[src/rtl/sram_init_master_if.sv]
// Host-side request/response bundle for sram_init_master.
// The host drives the master modport, the controller takes the slave.
interface sram_init_master_if #(
   parameter int unsigned DATA_WIDTH = 64,
   parameter int unsigned NUM_WORDS  = 1024,
   localparam int unsigned AW =
      (NUM_WORDS > 1) ? $clog2(NUM_WORDS) : 1,
   localparam int unsigned BW = (DATA_WIDTH + 7) / 8
);

   logic                  req_valid_i;
   logic                  req_ready_o;
   logic                  req_we_i;
   logic [AW-1:0]         req_addr_i;
   logic [DATA_WIDTH-1:0] req_wdata_i;
   logic [BW-1:0]         req_be_i;

   logic                  rsp_valid_o;
   logic                  rsp_ready_i;
   logic [DATA_WIDTH-1:0] rsp_rdata_o;

   modport master (
      output req_valid_i,
      output req_we_i,
      output req_addr_i,
      output req_wdata_i,
      output req_be_i,
      output rsp_ready_i,
      input  req_ready_o,
      input  rsp_valid_o,
      input  rsp_rdata_o
   );

   modport slave (
      input  req_valid_i,
      input  req_we_i,
      input  req_addr_i,
      input  req_wdata_i,
      input  req_be_i,
      input  rsp_ready_i,
      output req_ready_o,
      output rsp_valid_o,
      output rsp_rdata_o
   );

endinterface

[src/rtl/sram_init_master.sv]
// SRAM front-end: fills the array with INIT_VALUE, then serves
// host reads/writes with a 2-entry in-order response FIFO.
module sram_init_master #(
   parameter int unsigned DATA_WIDTH = 64,
   parameter int unsigned NUM_WORDS  = 1024,
   parameter logic [DATA_WIDTH-1:0] INIT_VALUE = '0,
   localparam int unsigned AW =
      (NUM_WORDS > 1) ? $clog2(NUM_WORDS) : 1,
   localparam int unsigned BW = (DATA_WIDTH + 7) / 8
) (
   input  logic                  clk_i,
   input  logic                  rst_ni,
   input  logic                  init_i,
   output logic                  init_done_o,
   sram_init_master_if.slave     host,
   output logic                  sram_req_o,
   output logic                  sram_we_o,
   output logic [AW-1:0]         sram_addr_o,
   output logic [DATA_WIDTH-1:0] sram_wdata_o,
   output logic [BW-1:0]         sram_be_o,
   input  logic [DATA_WIDTH-1:0] sram_rdata_i
);

   typedef enum logic [1:0] {
      IDLE,
      INIT,
      SERVE
   } state_t;

   state_t                state_q;
   logic [AW-1:0]         cnt_q;
   logic                  rd_inflight_q;
   logic [DATA_WIDTH-1:0] fifo_q [2];
   logic                  wr_ptr_q;
   logic                  rd_ptr_q;
   logic [1:0]            count_q;

   logic                  fill;
   logic                  last;
   logic                  accept;
   logic                  push;
   logic                  pop;
   logic [1:0]            used;

   assign fill = (state_q == INIT);
   assign last = (cnt_q == AW'(NUM_WORDS - 1));

   // An inflight read already owns a FIFO slot.
   assign used = count_q + {1'b0, rd_inflight_q};

   assign host.req_ready_o = (state_q == SERVE)
                           && !init_i
                           && (used < 2'd2);

   assign accept = host.req_valid_i
                && host.req_ready_o;

   assign push = rd_inflight_q;
   assign pop  = host.rsp_valid_o
              && host.rsp_ready_i;

   assign host.rsp_valid_o = (count_q != 2'd0);
   assign host.rsp_rdata_o = fifo_q[rd_ptr_q];

   assign init_done_o = (state_q == SERVE);

   always_comb begin
      sram_req_o   = 1'b0;
      sram_we_o    = 1'b0;
      sram_addr_o  = '0;
      sram_wdata_o = '0;
      sram_be_o    = '0;
      unique case (1'b1)
         fill: begin
            sram_req_o   = 1'b1;
            sram_we_o    = 1'b1;
            sram_addr_o  = cnt_q;
            sram_wdata_o = INIT_VALUE;
            sram_be_o    = '1;
         end
         accept: begin
            sram_req_o   = 1'b1;
            sram_we_o    = host.req_we_i;
            sram_addr_o  = host.req_addr_i;
            sram_wdata_o = host.req_wdata_i;
            sram_be_o    = host.req_be_i;
         end
         default: ;
      endcase
   end

   always_ff @(posedge clk_i or negedge rst_ni) begin
      if (!rst_ni) begin
         state_q       <= IDLE;
         cnt_q         <= '0;
         rd_inflight_q <= 1'b0;
      end else begin
         rd_inflight_q <= accept && !host.req_we_i;
         unique case (state_q)
            IDLE: begin
               state_q <= INIT;
               cnt_q   <= '0;
            end
            INIT: begin
               if (last) begin
                  state_q <= SERVE;
                  cnt_q   <= '0;
               end else begin
                  cnt_q <= cnt_q + AW'(1);
               end
            end
            SERVE: begin
               if (init_i) begin
                  state_q <= INIT;
               end
            end
            default: state_q <= IDLE;
         endcase
      end
   end

   // Read data arrives one cycle after the request.
   always_ff @(posedge clk_i or negedge rst_ni) begin
      if (!rst_ni) begin
         fifo_q   <= '{default: '0};
         wr_ptr_q <= 1'b0;
         rd_ptr_q <= 1'b0;
         count_q  <= 2'd0;
      end else begin
         if (push) begin
            fifo_q[wr_ptr_q] <= sram_rdata_i;
            wr_ptr_q         <= ~wr_ptr_q;
         end
         if (pop) begin
            rd_ptr_q <= ~rd_ptr_q;
         end
         unique case ({push, pop})
            2'b10:   count_q <= count_q + 2'd1;
            2'b01:   count_q <= count_q - 2'd1;
            default: count_q <= count_q;
         endcase
      end
   end

`ifndef SYNTHESIS
   a_no_overflow: assert property (
      @(posedge clk_i) disable iff (!rst_ni)
      !(push && (count_q == 2'd2) && !pop)
   );
`endif

endmodule

[src/flat_wrapper.sv]
// flat-port wrapper written by rule: the top's interface ports become plain ports
module sram_init_master_flat 
#(
   parameter int unsigned DATA_WIDTH = 64,
   parameter int unsigned NUM_WORDS  = 1024,
   parameter logic [DATA_WIDTH-1:0] INIT_VALUE = '0,
   localparam int unsigned AW =
      (NUM_WORDS > 1) ? $clog2(NUM_WORDS) : 1,
   localparam int unsigned BW = (DATA_WIDTH + 7) / 8
)
  (clk_i, rst_ni, init_i, init_done_o, sram_req_o, sram_we_o, sram_addr_o, sram_wdata_o, sram_be_o, sram_rdata_i, host_req_valid_i, host_req_we_i, host_req_addr_i, host_req_wdata_i, host_req_be_i, host_rsp_ready_i, host_req_ready_o, host_rsp_valid_o, host_rsp_rdata_o);
  sram_init_master_if #(.DATA_WIDTH(DATA_WIDTH), .NUM_WORDS(NUM_WORDS)) host_i ();
  input  logic clk_i;
  input  logic rst_ni;
  input  logic init_i;
  output logic init_done_o;
  output logic sram_req_o;
  output logic sram_we_o;
  output logic [AW-1:0] sram_addr_o;
  output logic [DATA_WIDTH-1:0] sram_wdata_o;
  output logic [BW-1:0] sram_be_o;
  input  logic [DATA_WIDTH-1:0] sram_rdata_i;
  input wire logic [$bits(host_i.req_valid_i)-1:0] host_req_valid_i;
  input wire logic [$bits(host_i.req_we_i)-1:0] host_req_we_i;
  input wire logic [$bits(host_i.req_addr_i)-1:0] host_req_addr_i;
  input wire logic [$bits(host_i.req_wdata_i)-1:0] host_req_wdata_i;
  input wire logic [$bits(host_i.req_be_i)-1:0] host_req_be_i;
  input wire logic [$bits(host_i.rsp_ready_i)-1:0] host_rsp_ready_i;
  output wire logic [$bits(host_i.req_ready_o)-1:0] host_req_ready_o;
  output wire logic [$bits(host_i.rsp_valid_o)-1:0] host_rsp_valid_o;
  output wire logic [$bits(host_i.rsp_rdata_o)-1:0] host_rsp_rdata_o;
  assign host_i.req_valid_i = host_req_valid_i;
  assign host_i.req_we_i = host_req_we_i;
  assign host_i.req_addr_i = host_req_addr_i;
  assign host_i.req_wdata_i = host_req_wdata_i;
  assign host_i.req_be_i = host_req_be_i;
  assign host_i.rsp_ready_i = host_rsp_ready_i;
  assign host_req_ready_o = host_i.req_ready_o;
  assign host_rsp_valid_o = host_i.rsp_valid_o;
  assign host_rsp_rdata_o = host_i.rsp_rdata_o;
  sram_init_master #(.DATA_WIDTH(DATA_WIDTH), .NUM_WORDS(NUM_WORDS), .INIT_VALUE(INIT_VALUE)) u_core (.clk_i(clk_i), .rst_ni(rst_ni), .init_i(init_i), .init_done_o(init_done_o), .host(host_i), .sram_req_o(sram_req_o), .sram_we_o(sram_we_o), .sram_addr_o(sram_addr_o), .sram_wdata_o(sram_wdata_o), .sram_be_o(sram_be_o), .sram_rdata_i(sram_rdata_i));
endmodule
[config.mk]
export PLATFORM = sky130hd
export DESIGN_NAME = sram_init_master_flat
export DESIGN_NICKNAME = d
export VERILOG_FILES = /design/src/rtl/sram_init_master_if.sv /design/src/rtl/sram_init_master.sv /design/src/flat_wrapper.sv
export SDC_FILE = /design/constraint.sdc
export NUM_CORES = 1
export LEC_CHECK = 0
export ABC_CLOCK_PERIOD_IN_PS = 2200
export BUFFER_PORTS_ARGS = -buffer_cell sky130_fd_sc_hd__buf_2
export CAP_MARGIN = 20
export CORE_AREA = 2 2 125 127
export CTS_CLUSTER_DIAMETER = 200
export DETAILED_ROUTE_END_ITERATION = 10
export DIE_AREA = 0 0 127 129
export PLACE_DENSITY = 0.79
export SLEW_MARGIN = 20
export SYNTH_ARGS = -nofsm -noshare
export SYNTH_HDL_FRONTEND = slang
export SYNTH_SLANG_ARGS = --single-unit
[constraint.sdc]
create_clock -name clk_i -period 2.2 [get_ports clk_i]
set_clock_uncertainty 0.05 [all_clocks]
set_input_delay 0.33 -clock clk_i [delete_from_list [all_inputs] [get_ports clk_i]]
set_output_delay 0.33 -clock clk_i [all_outputs]
set_load 0.01 [all_outputs]
==> results.yml, run 1 <==
power_and_ir_drop:
  seq_power_share_pct: 37.5
  internal_power_mw: 5.573
  p_clk_share_pct: 39.4
  p_per_area_nw_per_um2: 789.6
  ir_drop_v: 0.0005164
  leakagePower_nw: 5.239
  p_sw_mw: 2.057
  total_power_mw: 7.629
  p_comb_share_pct: 23.1
  sw_frac_of_total_pct: 26.96
logic_synthesis:
  yosysWarnings: 0
  netlist_top_cells_count: "mux2_2 (193), dfrtp_1 (145), and3_1 (65)"
  ys.flop_type: "dfrtp_1"
  synthCells: 535
  yosysUniqueCellTypes: 36
  yosysTopAreaCell: "dfrtp_1"
  syn-cell-area_um2: 7054
  synthesis.nets: 689
  yosysMostFrequentCell: "mux2_2"
  synthTopCellsByArea: "dfrtp_1 (51%), mux2_2 (31%), and3_1 (5.8%)"
  synth-edff-count: 0
  synth-seq-cells: 145
  syn_avg_cell_area_um2: 13.19
  yosysSeqAreaShare_pct: 51.44
  netlist.area_leader.share_pct: 51.44
  async_reset_ff_share_pct: 100.0
floorplanning:
  die_h_um: 129
  die_w_um: 127
  coreArea_um2: 14980
  num_io_pins: 303
  dieArea_um2: 16380
  initial_utilization_pct: 47.10
  rows: 45
cts:
  clockBufferDepth: 2
  clk_pin_slew_ns: 0.06
  insertion_delay_ns: 0.41
  cts_tree: "done"
  clock_sinks: 145
  cts_max_level: 4
  cts_root_buf: "clkbuf_16"
  numCtsBuffers: 17
timing:
  setup_slack_ns: -0.1851
  fin_tns_setup_ns: -10.73
  min_period_ns: 2.385
  hold_violations: 0
  rsz0062_at_grt: "true"
  setup_violations: 85
  fin_crit_sh_pct: 108.4
  hold_ws_ns: 0.1097
  tightestPinTransition_ns: 0.5055
  drv_slew: 0
  fmax_mhz: 419.3
  max_slew_margin_pct: 66.30
outcome:
  violations: "setup timing"
  status: "finished with violations"
setup_path:
  worst-path-max-fanout: 8
  cp.required_ns: 1.82
  critical_path_class: "flop to output port"
  crit_family: "simple AND/OR/NAND/NOR gates"
  crit_chain: "or3b_4 > a21oi_4 > buf_12 > clkbuf_16 > and3_1 > buf_2"
  path_buf_inv: 3
  critPathLaunchType: "flop"
  arrival_ns: 2.01
  max_stage_delay_ns: 0.39
  cp_slowest_cell: "dfrtp_1"
  endpoint_kind: "output port"
final_layout:
  syn_to_final_growth_pct: 36.98
  fill_cells: 1180
  final_util_pct: 64.52
  drive_above_1_share_pct: 66.08
  nets: 996
  final_area_um2: 9663
grt:
  grt.overflow.total: 0
  grtUsageTotal_pct: 23.72
  grt_pass1_wl_mm: 29.81
  first_global_vias: 5675
  antenna_found_initial: 3
  grt_max_degree: 55
routing:
  vias: 5634
  routedWlPerCell_um: 19.30
  avgViaCountPerCell: 5.391
  ant_nets: 0
  dr.pass1.iters: 4
  drtIter0Drc: 302
  finalWirelength_mm: 20.17
  drcViolationCount: 0
place:
  io_buffer_count: 302
  hpwlAfterDp_mm: 14.12
  dpl_cell_area_um2: 8783
  place_congestion: 0.8866
run:
  drv_cap: 0
worst_hold_path:
  hold_path_class: "primary input to flop"
==> routing by layer <==
metal  up-vias  GRT usage [%]  share of wire (%)
met5         -              0              0.064
met4         2          7.111                1.0
met3        22          6.819                7.6
met2       239          39.85                 50
met1      2789          30.04                 42
li1       2582              -                  -
==> state kept, by name (all words and copies together), names as in the netlist <==
name	cells
u_core.cnt_q	10
u_core.push	1
u_core.wr_ptr_q	1
u_core.fifo_q	128
u_core.count_q	2
u_core.rd_ptr_q	1
u_core.state_q	2
==> worst paths after layout <==
check	start	depth (start not counted)	slack, ns	endpoint
worst max register to register	u_core.state_q[1]$_DFFE_PN0P_	6	0.39	u_core.cnt_q[5]$_DFFE_PN0P_
worst max-delay path	u_core.state_q[0]$_DFFE_PN0P_	6	-0.19	sram_wdata_o[5]
worst min register to register	u_core.fifo_q[40]$_DFFE_PN0P_	1	0.45	u_core.fifo_q[40]$_DFFE_PN0P_
min in group asynchronous	rst_ni	2	0.42	u_core.fifo_q[34]$_DFFE_PN0P_
worst min-delay path	sram_rdata_i[56]	2	0.11	u_core.fifo_q[56]$_DFFE_PN0P_
max in group asynchronous	rst_ni	3	1.03	u_core.fifo_q[126]$_DFFE_PN0P_
==> worst register-to-register path, stage by stage, from the launching register on <==
cell and delay (ns):
dfrtp_1 0.38, buf_4 0.19, nor2b_1 0.30, buf_6 0.26
o31a_1 0.28, a21oi_1 0.09, o21ai_0 0.18
==> cell usage in the layout, fill, tap and decap left out, types with 3 or more instances in the layout <==
cell type	count
clkinvlp_4	4
and3_1	60
buf_4	12
a22o_1	13
a21oi_1	4
nand3_1	9
mux2_2	193
clkbuf_8	3
and3_4	5
xor2_1	3
buf_6	9
inv_1	4
o21ai_0	5
and2_4	3
clkbuf_16	19
dfrtp_1	144
a21o_1	11
buf_12	8
nand2_1	11
bufinv_16	3
buf_2	293
==> cell type report <==
type	count	area [µm²]	area share, %
antenna	2	5.005	0.05179
clock buffer	21	470.5	4.869
clock inverter	11	153.9	1.593
inverter	4	15.01	0.1554
multi-input combinational	347	3221	33.33
sequential	145	3630	37.56
tap	188	235.2	2.434
timing repair buffer	327	1933	20.01
==> power by group through the flow <==
stage	combinational, mW	clock (mW)	sequential, mW
after floorplan	1.05	0	2.85
after global placement	1.75	0	2.90
after detailed placement	1.76	0	2.91
after CTS	1.78	3.04	2.86
after global routing	1.87	3.17	2.88
final	1.76	3.01	2.86
==> metrics by stage <==
stage,worst slack (ns),std cells
after CTS,-0.1581,1040
after global placement,0.2100,1000
after global routing,-0.2676,1045
after detailed placement,0.2009,1000
final,-0.1851,1045
after floorplan,0.3325,535
==> cell families (layout without fill, tap and decap cells) <==
logic type	count (synthesis)	after routing	synth area share, %
AO/OA/AOI/OAI	39	39	4.186
XOR/XNOR	5	5	0.6209
adder cells (fa/ha/maj)	2	2	0.3547
buffers and inverters	45	363	3.618
flip-flops	145	145	51.44
multiplexers	194	194	30.95
other	0	2	0
AND/OR/NAND/NOR	105	107	8.833
==> what timing repair did <==
action,4_1_cts,5_1_grt
setup buffers,3,1
hold buffers,1,0
hold endpoints to repair,51,0
pin swaps,1,0
endpoints found under the setup margin,84,85
resized for setup,6,12
cloned,4,2
(Power assumes the default switching activity.)
==> run 2, diff against run 1 <==
--- a/config.mk
+++ b/config.mk
@@ -8,10 +8,10 @@
 export ABC_CLOCK_PERIOD_IN_PS = 2200
 export BUFFER_PORTS_ARGS = -buffer_cell sky130_fd_sc_hd__buf_2
 export CAP_MARGIN = 20
-export CORE_AREA = 2 2 125 127
+export CORE_AREA = 2 2 119 133
 export CTS_CLUSTER_DIAMETER = 200
 export DETAILED_ROUTE_END_ITERATION = 10
-export DIE_AREA = 0 0 127 129
+export DIE_AREA = 0 0 121 135
 export PLACE_DENSITY = 0.79
 export SLEW_MARGIN = 20
 export SYNTH_ARGS = -nofsm -noshare
==> run 2 against run 1 <==
- the flow still finishes with violations (setup timing)
- cell count grew 0.77%
- global-route usage fell by 0.093 points
- hold slack worse by 0.0012 ns
- non-clock buffer count did not move
- combinational power about the same
- maximum frequency grew 0.83%
- critical path depth stayed put
- critical endpoint is now sram_wdata_o[61]
- largest power group unchanged
- highest routed layer is now met4
==> results.yml, run 2 (same netlist as run 1, synthesis figures left out) <==
final_layout:
  largest_reg_flops: 128
  fill_cells: 1135
  syn_to_final_growth_pct: 36.34
  top_register: "u_core.fifo_q"
  nets: 997
  reg_top3: "u_core.fifo_q: 128 flops, u_core.cnt_q: 10 flops"
  final_cell_mix: "buf_2 (293), mux2_2 (193), dfrtp_1 (144)"
  final_util_pct: 64.65
  drive_above_1_share_pct: 65.54
  final_common_cell: "buf_2"
routing:
  dr.pass1.iters: 4
  routed-wl-met3_mm: 1.219
  drtIter0Drc: 314
  vias: 5632
  avgViaCountPerCell: 5.349
  finalWirelength_mm: 19.71
  ant_nets: 0
  met2WireLength_mm: 10.17
  top_layer: "met4"
  routedWlPerCell_um: 18.72
  drcViolationCount: 0
  met1_length_mm: 7.514
timing:
  fmax_mhz: 422.8
  setup_slack_ns: -0.1654
  rsz0062_at_grt: "true"
  min_period_ns: 2.365
  setup_violations: 85
  drv_slew: 0
  max_slew_margin_pct: 59.11
  hold_violations: 0
  fin_crit_sh_pct: 107.5
  tightestPinTransition_ns: 0.6133
grt:
  grtUsageTotal_pct: 23.62
  antenna_found_initial: 1
  grt_max_degree: 67
  grt.overflow.total: 0
  grt_pass1_wl_mm: 29.64
  first_global_vias: 5775
cts:
  insertion_delay_ns: 0.41
  clk_pin_slew_ns: 0.06
  cts_tree: "done"
  clockBufferDepth: 2
  numCtsBuffers: 17
  clock_sinks: 145
  cts_max_level: 4
  cts_root_buf: "clkbuf_16"
setup_path:
  reg2reg_depth: 5
  critical_path_class: "flop to output port"
  endpoint_kind: "output port"
  crit_chain: "or3b_4 > a21oi_4 > buf_6 > clkbuf_16 > and3_1 > buf_2"
  max_stage_delay_ns: 0.40
  cp.required_ns: 1.82
  worst-path-max-fanout: 8
  arrival_ns: 1.99
  cp_slowest_cell: "or3b_4"
  critPathLaunchType: "flop"
place:
  pre_cts_ws_ns: 0.2431
  place_congestion: 1.001
  hpwlAfterDp_mm: 13.53
  io_buffer_count: 302
floorplanning:
  die_w_um: 121
  num_io_pins: 303
  dieArea_um2: 16340
  coreArea_um2: 14880
  rows: 47
  die_h_um: 135
  initial_utilization_pct: 47.41
power_and_ir_drop:
  ir_drop_v: 0.0005145
  leakagePower_nw: 5.256
  p_per_area_nw_per_um2: 783.7
run:
  drv_cap: 0
worst_hold_path:
  hold_depth: 2
  hold_path_class: "primary input to flop"
outcome:
  status: "finished with violations"
  violations: "setup timing"
## run 2: changes by cell type in the layout (fill, tap and decap cells not counted)
cell / change
buf_4: +5
inv_6: +1
and3_1: +5
buf_6: -5
clkinv_2: +2
clkbuf_8: -2
nor2b_2: +1
diode_2: -1
clkbuf_1: +1
and2_4: +1
clkinvlp_4: -2
and3_4: -5
nor2b_1: -1
## run 2: power by group
part / internal (mW) / total (mW) / leakage, nW / switching [mW]
logic: 0.941 / 1.79 / 3.12 / 0.844
registers: 2.76 / 2.84 / 1.84 / 0.0794
clock network: 1.82 / 2.91 / 0.292 / 1.09
## run 2: path summary, 6_finish.rpt
| check | startpoint | endpoint | slack [ns] |
|---|---|---|---|
| hold / removal | sram_rdata_i[43] | u_core.fifo_q[43]$_DFFE_PN0P_ | 0.11 |
| min in group asynchronous | rst_ni | u_core.fifo_q[31]$_DFFE_PN0P_ | 0.42 |
| setup reg to reg | u_core.count_q[0]$_DFFE_PN0P_ | u_core.count_q[1]$_DFFE_PN0P_ | 0.52 |
| hold reg to reg | u_core.fifo_q[29]$_DFFE_PN0P_ | u_core.fifo_q[29]$_DFFE_PN0P_ | 0.45 |
| setup / recovery | u_core.state_q[0]$_DFFE_PN0P_ | sram_wdata_o[61] | -0.17 |
| max in group asynchronous | rst_ni | u_core.fifo_q[72]$_DFFE_PN0P_ | 1.03 |
## run 2: area by class of cell
type                    instances  area [µm²]  share of cell area (%)
clock buffers                  20       446.7                   4.644
inverters                       4       15.01                  0.1561
repair buffers                327        1914                   19.90
well taps                     196       245.2                   2.550
flip-flops and latches        145        3630                   37.74
diodes                          1       2.502                 0.02602
multi-input cells             348        3207                   33.34
clock inverters                12       157.7                   1.639
## run 2: critical path, delay by kind of cell, from the launching register on
kind / cells / cell delay [ns]
AND/OR/NAND/NOR: 2 / 0.56
buffers and inverters: 3 / 0.48
flip-flops: 1 / 0.38
AO/OA/AOI/OAI: 1 / 0.16
## run 2: metrics by stage
stage,hold WS (ns),total power [mW],std cells,TNS [ns],cell area [µm²]
global route,0.08929,7.865,1053,-17.60,9618
CTS,0.08566,7.588,1048,-11.18,9548
global placement,0.3183,4.631,1006,0,8791
floorplan,-0.01559,3.896,535,0,7054
detailed placement,0.3108,4.651,1006,0,8791
finish,0.1085,7.538,1053,-11.03,9618
## run 2: repair_timing
action,4_1_cts,5_1_grt
hold buffers,1,0
cloned,5,2
setup endpoints to repair,85,98
hold endpoints to repair,63,0
pin swaps,11,0
setup buffers,4,2
resized for setup,14,1
## run 2: routing by layer
layer | vias to the layer above | GRT usage, %
li1 | 2571 | -
met2 | 239 | 40.70
met4 | 0 | 11.50
met3 | 41 | 6.208
met1 | 2781 | 27.18
met5 | - | 0
